File: config.mk
export PLATFORM = sky130hd
export DESIGN_NAME = pipe_stage_reg
export DESIGN_NICKNAME = d
export VERILOG_FILES = /design/src/rtl/pipe_stage_reg.sv
export SDC_FILE = /design/constraint.sdc
export NUM_CORES = 1
export LEC_CHECK = 0
export CORE_MARGIN = 4
export CORE_UTILIZATION = 45
export DETAILED_ROUTE_END_ITERATION = 8
export PLACE_DENSITY = 0.82
export SYNTH_ARGS = -nofsm -noshare
export SYNTH_HDL_FRONTEND = slang
export SYNTH_SLANG_ARGS = --single-unit
File: constraint.sdc
create_clock -name clk -period 1.6 [get_ports clk]
set_input_delay 0.32 -clock clk [delete_from_list [all_inputs] [get_ports clk]]
set_output_delay 0.32 -clock clk [all_outputs]
set_load 0.005 [all_outputs]
File: src/rtl/pipe_stage_reg.sv
// ----------------------------------------------------------------------------
// pipe_stage_reg
//
// Pipeline stage register with valid/ready handshake on both sides. It carries
// a control payload and a data payload between two pipeline stages.
//
// With SKID=1 the stage holds two entries: a main entry that drives the outputs
// and a skid entry. in_ready comes straight from a flop, so there is no
// combinational path from out_ready back to the upstream stage. With SKID=0
// the stage holds one entry and in_ready passes out_ready through
// combinationally.
//
// Whenever no valid entry is presented, out_ctrl shows CTRL_BUBBLE. This keeps
// side-effecting controls (mem write, reg write, jump) from leaking
// downstream.
//
// Parameters
//   DATA_W       width of the data payload (PCs, instruction, immediates, ...)
//   CTRL_W       width of the control payload
//   CTRL_BUBBLE  control encoding of a no-op
//   SKID         1 = two-entry skid buffer, 0 = single-entry register
//
// Ports
//   clk          clock, rising edge
//   reset        asynchronous, active-low reset
//   in_valid     upstream offers an entry
//   in_ready     stage accepts an entry this cycle
//   in_ctrl      upstream control payload
//   in_data      upstream data payload
//   flush        synchronous kill of all held entries and of any same-cycle input
//   out_valid    output entry valid
//   out_ready    downstream accepts the output entry
//   out_ctrl     output control payload (CTRL_BUBBLE when out_valid=0)
//   out_data     output data payload (holds last value when empty)
//   occupancy    number of valid entries held
//   bubble_cnt   saturating count of cycles with out_ready=1 and out_valid=0
// ----------------------------------------------------------------------------
module pipe_stage_reg #(
   parameter int unsigned       DATA_W      = 160,
   parameter int unsigned       CTRL_W      = 16,
   parameter logic [CTRL_W-1:0] CTRL_BUBBLE = '0,
   parameter int unsigned       SKID        = 1
) (
   input  logic              clk,
   input  logic              reset,
   input  logic              in_valid,
   output logic              in_ready,
   input  logic [CTRL_W-1:0] in_ctrl,
   input  logic [DATA_W-1:0] in_data,
   input  logic              flush,
   output logic              out_valid,
   input  logic              out_ready,
   output logic [CTRL_W-1:0] out_ctrl,
   output logic [DATA_W-1:0] out_data,
   output logic [1:0]        occupancy,
   output logic [15:0]       bubble_cnt
);

   localparam bit UseSkid = (SKID != 0);

   // Main entry: drives the outputs.
   logic              main_valid_q, main_valid_d;
   logic [CTRL_W-1:0] main_ctrl_q,  main_ctrl_d;
   logic [DATA_W-1:0] main_data_q,  main_data_d;

   // Skid entry: catches the input accepted while main is stalled.
   logic              skid_valid_q, skid_valid_d;
   logic [CTRL_W-1:0] skid_ctrl_q,  skid_ctrl_d;
   logic [DATA_W-1:0] skid_data_q,  skid_data_d;

   logic [15:0]       bubble_cnt_q, bubble_cnt_d;

   logic              in_xfer;
   logic              out_xfer;
   logic              main_free;

   // -------------------------------------------------------------------------
   // Ready generation
   // -------------------------------------------------------------------------
   if (UseSkid) begin : g_skid_ready
      // The skid entry is empty exactly when one more entry can land
      // somewhere, whether or not the main entry drains this cycle.
      assign in_ready = !skid_valid_q;
   end else begin : g_pass_ready
      assign in_ready = !main_valid_q || out_ready;
   end

   assign in_xfer   = in_valid && in_ready;
   assign out_xfer  = main_valid_q && out_ready;
   // Main can take a new entry when it is empty or drains at this edge.
   assign main_free = !main_valid_q || out_xfer;

   // -------------------------------------------------------------------------
   // Next-state logic
   // -------------------------------------------------------------------------
   always_comb begin
      main_valid_d = main_valid_q;
      main_ctrl_d  = main_ctrl_q;
      main_data_d  = main_data_q;
      skid_valid_d = skid_valid_q;
      skid_ctrl_d  = skid_ctrl_q;
      skid_data_d  = skid_data_q;

      if (flush) begin
         // Kill everything, including an input accepted this cycle. Data is
         // left alone since it is meaningless without a valid bit.
         main_valid_d = 1'b0;
         main_ctrl_d  = CTRL_BUBBLE;
         skid_valid_d = 1'b0;
         skid_ctrl_d  = CTRL_BUBBLE;
      end else if (main_free) begin
         if (skid_valid_q) begin
            // Oldest entry first. in_ready is low while skid is full, so no
            // input can arrive in the same cycle.
            main_valid_d = 1'b1;
            main_ctrl_d  = skid_ctrl_q;
            main_data_d  = skid_data_q;
            skid_valid_d = 1'b0;
            skid_ctrl_d  = CTRL_BUBBLE;
         end else if (in_xfer) begin
            main_valid_d = 1'b1;
            main_ctrl_d  = in_ctrl;
            main_data_d  = in_data;
         end else begin
            main_valid_d = 1'b0;
            main_ctrl_d  = CTRL_BUBBLE;
         end
      end else if (in_xfer && UseSkid) begin
         // Main is holding a stalled entry; park the new one behind it.
         skid_valid_d = 1'b1;
         skid_ctrl_d  = in_ctrl;
         skid_data_d  = in_data;
      end
   end

   // Bubble counter: saturates, and only reset clears it.
   always_comb begin
      bubble_cnt_d = bubble_cnt_q;
      if (out_ready && !main_valid_q && (bubble_cnt_q != 16'hFFFF)) begin
         bubble_cnt_d = bubble_cnt_q + 16'd1;
      end
   end

   // -------------------------------------------------------------------------
   // State registers
   // -------------------------------------------------------------------------
   always_ff @(posedge clk or negedge reset) begin
      if (!reset) begin
         main_valid_q <= 1'b0;
         main_ctrl_q  <= CTRL_BUBBLE;
         main_data_q  <= '0;
         skid_valid_q <= 1'b0;
         skid_ctrl_q  <= CTRL_BUBBLE;
         skid_data_q  <= '0;
         bubble_cnt_q <= '0;
      end else begin
         main_valid_q <= main_valid_d;
         main_ctrl_q  <= main_ctrl_d;
         main_data_q  <= main_data_d;
         skid_valid_q <= skid_valid_d;
         skid_ctrl_q  <= skid_ctrl_d;
         skid_data_q  <= skid_data_d;
         bubble_cnt_q <= bubble_cnt_d;
      end
   end

   // -------------------------------------------------------------------------
   // Outputs
   // -------------------------------------------------------------------------
   assign out_valid  = main_valid_q;
   // The register already holds CTRL_BUBBLE when empty. The mask makes that
   // guarantee independent of how the register got there.
   assign out_ctrl   = main_valid_q ? main_ctrl_q : CTRL_BUBBLE;
   assign out_data   = main_data_q;
   assign occupancy  = {1'b0, main_valid_q} + {1'b0, skid_valid_q};
   assign bubble_cnt = bubble_cnt_q;

endmodule

## Word level (Yosys, flattened, before mapping)

Cells that the tools add are included.

| operators by class | value |
|---|---|
| eq/ne operators | 2 |
| $add $sub $neg | 2 |
| reductions and logical operators | 13 |
| bitwise gates (word level) | 2 |
| muxes and demuxes | 18 |

Operators with widths:

| cell | number |
|---|---|
| 160-bit two-way mux | 2 |
| 16-bit two-way mux | 9 |
| 16-bit by 1-bit adder with 16-bit output (second input constant) | 1 |
| 16-bit inequality test (second input constant) | 1 |
| 1-bit two-way mux | 7 |
| 3-bit AND reduction | 2 |
| 1-bit logical AND | 4 |
| 2-bit nonzero test | 2 |
| 3-bit inequality test (second input constant) | 1 |
| 3-bit nonzero test | 1 |
| 1-bit by 1-bit adder with 2-bit output | 1 |
| 1-bit zero test | 2 |
| 1-bit inverter | 2 |
| 2-bit AND reduction | 1 |
| 1-bit logical OR | 1 |

| word-level totals | value |
|---|---|
| register bits | 370 |
| word-level logic and storage cells | 44 |

## Logic depth before layout (Yosys ltp)

| logic depth | value |
|---|---|
| depth after elaboration | 6 |
| depth in mapped cells | 7 |
| depth with buffers taken out | 5 |

## Least setup slack after synthesis

OpenSTA, ideal clock, no wires.

| path | value |
|---|---|
| path kind | register to register |
| start | reg skid_valid_q |
| end | reg skid_data_q[100] |
| cell stages (with the launch flop) | 8 |
| library setup time | 0.125 ns |
| path slack | 0.015 ns |
| arrival | 1.460 ns |
| path buffers | 4 |
| path through | dfrtp_1 > buf_2 > nor2b_1 > buf_2 > nand2_2 > buf_6 > buf_6 > mux2_4 |

| between the ends | value |
|---|---|
| cells in the longest elaborated chain, start to end | 3 |

Ends and longest elaborated chain:

| what | line | text |
|---|---|---|
| start: declaration | 67 | `logic skid_valid_q, skid_valid_d;` |
| start signal: assignment | 160 | `skid_valid_q <= skid_valid_d;` |
| 1-bit zero test | 83 | `assign in_ready = !skid_valid_q;` |
| 1-bit logical AND | 88 | `assign in_xfer = in_valid && in_ready;` |
| 3-bit AND reduction (no source line) | - |  |
| end signal: assignment | 162 | `skid_data_q <= skid_data_d;` |
| end: declaration | 69 | `logic [DATA_W-1:0] skid_data_q, skid_data_d;` |

No other way between the ends.
A chain may end at the register's enable or synchronous reset.

## Final worst setup path

| path | value |
|---|---|
| start | reg main_valid_q (netlist: out_valid) |
| end | reg main_data_q[124] (netlist: out_data[124]) |

| between the ends | value |
|---|---|
| cells in the longest elaborated chain, start to end | 3 |
| elaborated cells between the ends (all ways) | 4 |
| classes of those cells | 4 x reduce/logical |

Ends and longest elaborated chain:

| what | line | text |
|---|---|---|
| start: declaration | 62 | `logic main_valid_q, main_valid_d;` |
| start signal: assignment | 157 | `main_valid_q <= main_valid_d;` |
| 1-bit zero test / 1-bit logical AND (equally long branches) | 91, 89 |  |
| 1-bit logical OR * | 91 | `assign main_free = !main_valid_q \|\| out_xfer;` |
| 3-bit AND reduction (no source line) * | - |  |
| end signal: assignment | 159 | `main_data_q <= main_data_d;` |
| end: declaration | 64 | `logic [DATA_W-1:0] main_data_q, main_data_d;` |

Mark *: on every way between the ends. The rest lies on a longest branch, timed or not.

==> impl_metrics.tcl <==
set metrics [dict create \
    grt-busiest-layer "met2" \
    synth_compound_area_share_pct 6.34 \
    setup_violations 373 \
    grtUsageMet1_pct 29.7 \
    antenna_left 0 \
    vdd_drop_max_mv 1.07 \
    use_met2_pct 40.8 \
    antenna_found_initial 4 \
    vias 12700 \
    htree_levels 2 \
    worstMarginPinSlew_ps 349 \
    final-hold-violation-count 0 \
    multi_input_area_mm2 0.00723 \
    synth_mux_area_share_pct 24.7 \
    track_usage_pct 23.8 \
    core_area_mm2 0.0349 \
    regArea_mm2 0.00927 \
    worstPathRequired_ps 2010 \
    synth-edff-count 0 \
    p_leak_nw 10.8 \
    die_area_mm2 0.0388 \
    grt_pass1_wl_mm 74.3 \
    synthesis.nets 1459 \
    gr-usage-met3_pct 4.52 \
    placedCellCount 2119 \
    critPathArrivalTime_ps 2390 \
    final_cells 2297 \
    period_share_pct 124 \
    total_power_w 0.0290 \
    clk_latency_ps 530 \
    avgViaCountPerCell 5.54 \
    drive_gt1_share_pct 35.0 \
    cts-root-buf "clkbuf_16" \
    first_iter_violations 592 \
    clock_path_buffers 3 \
    syn_to_final_growth_pct 55.3 \
    synth_xor_area_share_pct 0.708 \
    yosysMostFrequentCell "dfrtp_1" \
    grt_max_degree 66 \
    fillCellCount 2170 \
    dpl-instance-area_mm2 0.0210 \
    fin_hold_ws_ps 306 \
    slew_headroom_pct 76.0 \
    violations "setup timing" \
    synth_area_leaders "dfrtp_1 (58%), mux2i_1 (11%), mux2_4 (9.3%)" \
    synth.distinct_cells 37 \
    async_reset_ff_share_pct 100 \
    dp_slack_ps -520 \
    synth_flop_cell "dfrtp_1" \
    fmax_ghz 0.505 \
    synthAdderAreaFrac_pct 0.156 \
    start_util_pct 46.1 \
    die_w_um 197 \
    finalMaxSlewViolations 0 \
    yosysTopAreaCell "dfrtp_1" \
    final_nets 1989 \
    cts.sinks 370 \
    cts_made_buffers 41 \
    power.density_mw_per_mm2 1160 \
    status "complete, but fails checks" \
    syn_avg_cell_area_um2 12.6 \
    rr_startpoint "out_valid" \
    startpoint_type "register" \
    synth_top_family_by_area "multiplexers" \
    synth_top_area_share_pct 57.6 \
    path_class "reg -> reg" \
    drt_wl_total_mm 54.2 \
    grt_pass1_vias 13400 \
    dr.pass1.iters 5 \
    synth_area_mm2 0.0161 \
    min_period_ps 1980 \
    clock_skew_ps 15.4 \
    dp.final_hpwl_mm 29.8 \
    ys_seq_area_share_pct 57.6 \
    rr_worst_depth 9 \
    post_drt_wl_per_cell_um 23.6 \
    syn_inst 1276 \
    drv_cap 0 \
    clkTransAtPathRegs_ps 60 \
    portBuffers 376 \
    io_pins 377 \
    netlist_top_cells_count "dfrtp_1 (370), mux2i_1 (176), nor2_1 (165)" \
    die_y_um 197 \
    fin_ws_ps -378 \
    synth-seq-cells 370 \
    design_area_mm2 0.0250 \
    cts_tree "yes" \
    synth-simple-area-share_pct 7.09 \
    rows 68 \
    r2r_slack_ps -380 \
    hold_path.class "in -> async" \
    routabilityCongestion 0.828 \
    drc 0 \
    path_max_fanout 13 \
    endpoint_kind "register" \
    yosysWarnings 0 \
    rr_endpoint "out_data[124]" \
    rsz0062_at_grt "yes" \
    gr-total-overflow 0 \
]
-- repair_timing --
| item | in CTS | in global routing |
|---|---|---|
| endpoints found under the setup margin | 304 | 394 |
| gates resized for setup | 430 | 265 |
| gates cloned | 17 | 19 |
| pin swaps | 13 | 19 |
| hold buffers | 1 | 0 |
| endpoints found under the hold margin | 20 | 0 |
| setup buffers | 52 | 17 |
-- per-layer routing --
layer  part of all wire [%]  up-vias
met5                  0.037        -
met4                    4.1        2
met3                    5.5      153
met2                     52      509
met1                     39     6586
li1                       -     5484
-- flip-flops by register name, summed over array words and instances, names as in the netlist --
name          count
out_data        160
bubble_cnt       16
skid_ctrl_q      16
out_valid         1
skid_data_q     160
main_ctrl_q      16
skid_valid_q      1
-- power by group --
part	internal [W]	total [W]	switching [W]
Clock	0.00589	0.00984	0.00395
Combinational	0.00388	0.00660	0.00272
Sequential	0.0112	0.0126	0.00134
-- worst max-delay path by stage --
stage                             from               end  slack [ps]  cells after the start
after floorplan           skid_valid_q  skid_data_q[100]          10                      7
final                        out_valid     out_data[124]        -380                      9
after detailed placement     out_ready   skid_data_q[77]        -520                      6
after global placement       out_ready    skid_data_q[2]        -510                      6
after CTS                    out_valid      occupancy[0]        -310                      4
after global routing         out_valid     out_data[124]        -460                      9
-- metrics by stage --
stage | util (%) | TNS, ps
2_1_floorplan | - | 0
3_3_place_gp | 60.2 | -143930
3_5_place_dp | 60.2 | -150420
4_1_cts | 67.4 | -61350
5_1_grt | 71.6 | -92980
6_report | 71.6 | -71670
-- cells in the final DEF (no fill, tap or decap), drive strengths merged, types with 2 or more instances in the layout --
master / n
ha: 2
dlygate4sd2: 162
nand2b: 5
nand4: 3
o21ai: 17
bufinv: 3
inv: 21
clkdlybuf4s50: 179
and2: 16
nand3: 4
nand2: 39
nor2: 166
nor4: 4
mux2i: 176
clkinv: 7
a22oi: 16
diode: 3
mux2: 163
a21oi: 161
xor2: 12
buf: 208
dfrtp: 370
nor3b: 2
clkbuf: 83
or3: 2
nor2b: 2
nor3: 9
-- kinds of logic after synthesis --
logic type	after synthesis
DFF	370
muxes	339
and+or+nand+nor	254
AOI/OAI and AO/OA	195
buffers and inverters	103
xor gates and xnor gates	13
adders and majority gates	2
-- area by class of cell --
type | instances | area share (%)
antenna | 3 | 0.0301
clock buffer | 64 | 5.03
clock inverter | 12 | 0.581
inverter | 20 | 0.301
multi-input combinational | 803 | 29.0
sequential | 370 | 37.1
tap | 455 | 2.28
timing repair buffer | 570 | 25.7
-- worst max-delay path: stages (launching register included) --
cell     delay, ps
dfrtp_2        460
buf_6          140
buf_6          120
nor2b_4        130
nor3_4         200
buf_12         150
buf_16         190
buf_4          180
nor2_1          80
a21oi_1        210
No activity file was read; power rests on OpenSTA's default activity.
